<file path="src/rtl/dmem_arbiter.sv">
`timescale 1ns/1ps
// dmem_arbiter: sequences a single-port data memory shared by the core load/store path and an external port.
// Define DMEM_ARB_RR_EN for round-robin arbitration; the default is fixed core priority.
module dmem_arbiter #(
    parameter int ADDR_W = 32,
    parameter int DATA_W = 32,
    parameter int RD_LAT = 1
) (
    input  logic              clk,
    input  logic              rst,
    input  logic              core_req,
    input  logic              core_we,
    input  logic [ADDR_W-1:0] core_addr,
    input  logic [DATA_W-1:0] core_wdata,
    output logic [DATA_W-1:0] core_rdata,
    output logic              core_done,
    output logic              core_stall,
    input  logic              ext_req,
    input  logic              ext_we,
    input  logic [ADDR_W-1:0] ext_addr,
    input  logic [DATA_W-1:0] ext_wdata,
    output logic              ext_gnt,
    output logic [DATA_W-1:0] ext_rdata,
    output logic              ext_done,
    output logic              mem_en,
    output logic              mem_we,
    output logic [ADDR_W-1:0] mem_addr,
    output logic [DATA_W-1:0] mem_wdata,
    input  logic [DATA_W-1:0] mem_rdata,
    output logic [1:0]        owner
);

    typedef enum logic [1:0] {
        S_IDLE  = 2'd0,
        S_ISSUE = 2'd1,
        S_WAIT  = 2'd2,
        S_RESP  = 2'd3
    } state_t;

    localparam logic [1:0] OWN_NONE = 2'b00;
    localparam logic [1:0] OWN_CORE = 2'b01;
    localparam logic [1:0] OWN_EXT  = 2'b10;
    localparam int         CNT_W    = 3;

    state_t            state;
    state_t            state_nxt;
    logic [1:0]        own_q;
    logic              we_q;
    logic [ADDR_W-1:0] addr_q;
    logic [DATA_W-1:0] wdata_q;
    logic [CNT_W-1:0]  cnt_q;
    logic              grant_core;
    logic              grant_ext;
    logic              accept;

`ifdef DMEM_ARB_RR_EN
    // Set when the external port won the most recent accept.
    logic last_ext_q;

    always_ff @(posedge clk) begin
        if (!rst) last_ext_q <= 1'b0;
        else if (accept) last_ext_q <= grant_ext;
    end
`endif

    // Arbitration only happens in IDLE and never while reset is held.
    always_comb begin
        // NOTE: every signal driven here gets a default first so no path leaves it unassigned (no latch).
        grant_core = 1'b0;
        grant_ext  = 1'b0;
        if (state == S_IDLE && rst) begin
`ifdef DMEM_ARB_RR_EN
            if (core_req && ext_req) begin
                grant_core = last_ext_q;
                grant_ext  = ~last_ext_q;
            end else begin
                grant_core = core_req;
                grant_ext  = ext_req;
            end
`else
            grant_core = core_req;
            grant_ext  = ext_req & ~core_req;
`endif
        end
    end

    assign accept = grant_core | grant_ext;

    // State register.
    always_ff @(posedge clk) begin
        // NOTE: sequential state uses non-blocking assignments; reset is synchronous and active-low.
        if (!rst) state <= S_IDLE;
        else      state <= state_nxt;
    end

    // Next-state logic.
    always_comb begin
        state_nxt = state;
        case (state)
            S_IDLE:  if (accept) state_nxt = S_ISSUE;
            S_ISSUE: state_nxt = (!we_q && RD_LAT > 1) ? S_WAIT : S_RESP;
            S_WAIT:  if (cnt_q == CNT_W'(1)) state_nxt = S_RESP;
            S_RESP:  state_nxt = S_IDLE;
            default: state_nxt = S_IDLE;
        endcase
    end

    // Transaction fields are captured once, in the accept cycle.
    always_ff @(posedge clk) begin
        if (!rst) begin
            own_q   <= OWN_NONE;
            we_q    <= 1'b0;
            addr_q  <= '0;
            wdata_q <= '0;
            cnt_q   <= '0;
        end else begin
            if (accept) begin
                own_q   <= grant_core ? OWN_CORE : OWN_EXT;
                we_q    <= grant_core ? core_we : ext_we;
                addr_q  <= grant_core ? core_addr : ext_addr;
                wdata_q <= grant_core ? core_wdata : ext_wdata;
            end
            if (state == S_ISSUE)     cnt_q <= CNT_W'(RD_LAT - 1);
            else if (state == S_WAIT) cnt_q <= cnt_q - CNT_W'(1);
        end
    end

    // Outputs decode from state and the latched fields.
    always_comb begin
        mem_en     = (state == S_ISSUE);
        mem_we     = mem_en & we_q;
        mem_addr   = mem_en ? addr_q : '0;
        mem_wdata  = mem_en ? wdata_q : '0;
        core_done  = (state == S_RESP) && (own_q == OWN_CORE);
        ext_done   = (state == S_RESP) && (own_q == OWN_EXT);
        core_rdata = (core_done && !we_q) ? mem_rdata : '0;
        ext_rdata  = (ext_done && !we_q) ? mem_rdata : '0;
        ext_gnt    = grant_ext;
        owner      = (state == S_IDLE) ? OWN_NONE : own_q;
        core_stall = core_req & ~core_done;
    end

endmodule

</file>
<file path="config.mk">
export PLATFORM = sky130hd
export DESIGN_NAME = dmem_arbiter
export DESIGN_NICKNAME = d
export VERILOG_FILES = /design/src/rtl/dmem_arbiter.sv
export SDC_FILE = /design/constraint.sdc
export NUM_CORES = 1
export LEC_CHECK = 0
export BUFFER_PORTS_ARGS = -buffer_cell sky130_fd_sc_hd__clkbuf_2
export CORE_MARGIN = 2
export CORE_UTILIZATION = 25
export DETAILED_ROUTE_END_ITERATION = 6
export PLACE_DENSITY = 0.53
export SLEW_MARGIN = 10
export SYNTH_ARGS = -nofsm -noshare
export SYNTH_HDL_FRONTEND = slang
export SYNTH_SLANG_ARGS = --single-unit
export TNS_END_PERCENT = 1
</file>
<file path="constraint.sdc">
create_clock -name clk -period 3.8 [get_ports clk]
set_clock_uncertainty 0.15 [all_clocks]
set_input_delay 0.38 -clock clk [delete_from_list [all_inputs] [get_ports clk]]
set_output_delay 0.38 -clock clk [all_outputs]
set_load 0.005 [all_outputs]
</file>
==> flow_summary.json <==
{
  "drt_iter0_markers": 145,
  "drt_pass1_iterations": 6,
  "grt_pass1_vias": 3865,
  "syn-mean-instance-area_um2": 8.80,
  "synth_top_area_share": 0.341,
  "worst_pin_slew_ps": 1050,
  "yosysUniqueCellTypes": 26,
  "worst_r2r_path_depth": 5,
  "yosysTopAreaCell": "dfxtp_1",
  "netlist_instances": 481,
  "antenna_left": 0,
  "wl_per_cell_um": 13.1,
  "layout_commonest_cell": "clkbuf_2",
  "final_cell_mix": "300 x clkbuf_2, 129 x and2_1, 72 x dfxtp_1",
  "cts_tree": "done",
  "die_h_um": 134,
  "synthesis.area_mm2": 0.00423,
  "whs_endpoint": "wdata_q[16]$_SDFFE_PN0P_",
  "ys_seq_elements": 72,
  "finalNonFillerCells": 978,
  "gp_congestion": 0.686,
  "num_vias": 4204,
  "placed_area_mm2": 0.00578,
  "cp.arrival_ps": 2130,
  "cts-resized-gates": 0,
  "setup_viol": 0,
  "clkSinkCount": 72,
  "syn-num-nets": 654,
  "slew_violations": 0,
  "ios": 302,
  "hold_viol_final": 0,
  "vias_per_cell": 4.30,
  "cts_root_buf": "clkbuf_16",
  "max_freq_ghz": 0.375,
  "place_inst": 962,
  "status": "finished, final reports clean",
  "clock_latency_ps": 340,
  "path_clk_slew_ps": 60,
  "path_class": "reg -> out",
  "track_usage": 0.134,
  "htree_num_levels": 3,
  "fin_nets": 926,
  "place_hpwl_mm": 9.37,
  "path_max_fanout": 22,
  "num-fill-cells": 1747,
  "crit_start": "state[0]$_SDFFE_PN0P_",
  "critPathRequiredTime_ps": 3270,
  "p_total_w": 0.00279,
  "hold_path.class": "in -> reg",
  "r2r_end": "addr_q[27]$_SDFFE_PN0P_",
  "regToRegSetupSlack_ps": 1530,
  "relSlewSlack": 0.299,
  "routed_wl_mm": 12.8,
  "dieArea_mm2": 0.0180,
  "start_util": 0.255,
  "ir_drop_mv": 0.261,
  "whs_path_depth": 3,
  "finalCritPeriodShare": 0.701,
  "cp-end-kind": "primary output",
  "numPortBuffers": 301,
  "grt-ovfl-total": 0,
  "syn2layout_area_growth_pct": 44.3,
  "final_layout_size_suffix_gt1_frac": 0.429,
  "stdcell_area_mm2": 0.00611,
  "rsz0062_at_grt": "false",
  "rows": 47,
  "hp-start": "core_wdata[16]",
  "grt_max_degree": 93,
  "cts_hold_buf": 0,
  "p_leak_nw": 3.69,
  "design.core.area_mm2": 0.0166,
  "dieWidth_um": 134,
  "post-route-min-period_ps": 2660,
  "synthTopCellsByArea": "dfxtp_1 34%, and2_1 19%, mux2i_1 11%",
  "insertedDiodeCount": 0,
  "timing.hold.ws_ps": 112,
  "drv_cap": 0,
  "grt_first_pass_wirelength_mm": 19.4,
  "clock_path_buffers": 2,
  "p_per_area_mw_per_mm2": 457,
  "antenna_found_initial": 0,
  "yosysWarnings": 0,
  "cp-start-kind": "flop",
  "r2r-start": "state[0]$_SDFFE_PN0P_",
  "post_cts_buffers": 0,
  "fin_tns_setup_ps": 0,
  "drcViolationCount": 0,
  "ys_seq_area_frac": 0.341,
  "numCtsBuffers": 9
}
[stage by stage]
stage / setup WS (ps) / utilization
floorplan: 2070 / -
global route: 944 / 0.368
finish: 1140 / 0.368
detailed placement: 1470 / 0.349
global placement: 1490 / 0.349
CTS: 1100 / 0.368
[sequential cells by signal (all words and copies together) (netlist names)]
register / count
addr_q: 32
cnt_q: 3
own_q: 2
state: 2
wdata_q: 32
we_q: 1
[critical path: stages, from the launching register on]
cell      delay (ps)
dfxtp_1          360
inv_1             90
ha_1             330
and4b_1          770
clkbuf_2         230
[report_power, final]
part,total [W],internal [W],switching (W)
registers,0.00102,0.000932,0.0000890
logic,0.000839,0.000383,0.000456
clock network,0.000929,0.000581,0.000348
total,0.00279,0.00190,0.000893
[synthesized netlist by cell type (all sizes together)]
cell type and n:
and2 129, dfxtp 72, nand2 70, mux2i 48
o211a 47, buf 22, a22oi 20, clkbuf 20
nand3 20, ha 7, inv 4, nor2 4
nand2b 3, nor2b 3, and3b 2, and4bb 2
o21ai 2, a211oi 1, a31o 1, and3 1
and4b 1, xnor2 1, xor2 1
[routing by layer]
layer,wire (um),up-vias,global-route usage
li1,-,2187,-
met1,5790,1862,0.173
met2,5950,143,0.218
met3,898,12,0.0446
met4,127,0,0.0322
met5,0,-,0
[cells by family after synthesis]
family,Yosys count,synth area share
flip-flops,72,0.341
XOR/XNOR,2,0.00414
AND/OR/NAND/NOR,235,0.303
AO/OA/AOI/OAI,71,0.154
adder cells (fa/ha/maj),7,0.0207
buffers and inverters,46,0.0647
multiplexers,48,0.114
[worst max-delay path by stage]
stage	end	slack, ps
CTS	ext_gnt	1100
floorplan	mem_addr[12]	2070
finish	ext_gnt	1140
global route	ext_gnt	940
detailed placement	ext_gnt	1470
global placement	ext_gnt	1490
[area by class of cell]
| type | instances | area [um2] | share of cell area |
|---|---|---|---|
| Inverter | 4 | 15.0 | 0.00246 |
| Sequential cell | 72 | 1440 | 0.236 |
| Tap cell | 220 | 275 | 0.0451 |
| Timing Repair Buffer | 303 | 1520 | 0.249 |
| Clock inverter | 7 | 103 | 0.0168 |
| Clock buffer | 9 | 225 | 0.0369 |
| Multi-Input combinational cell | 363 | 2530 | 0.414 |
Note: power is estimated with default switching activity, not from simulation.
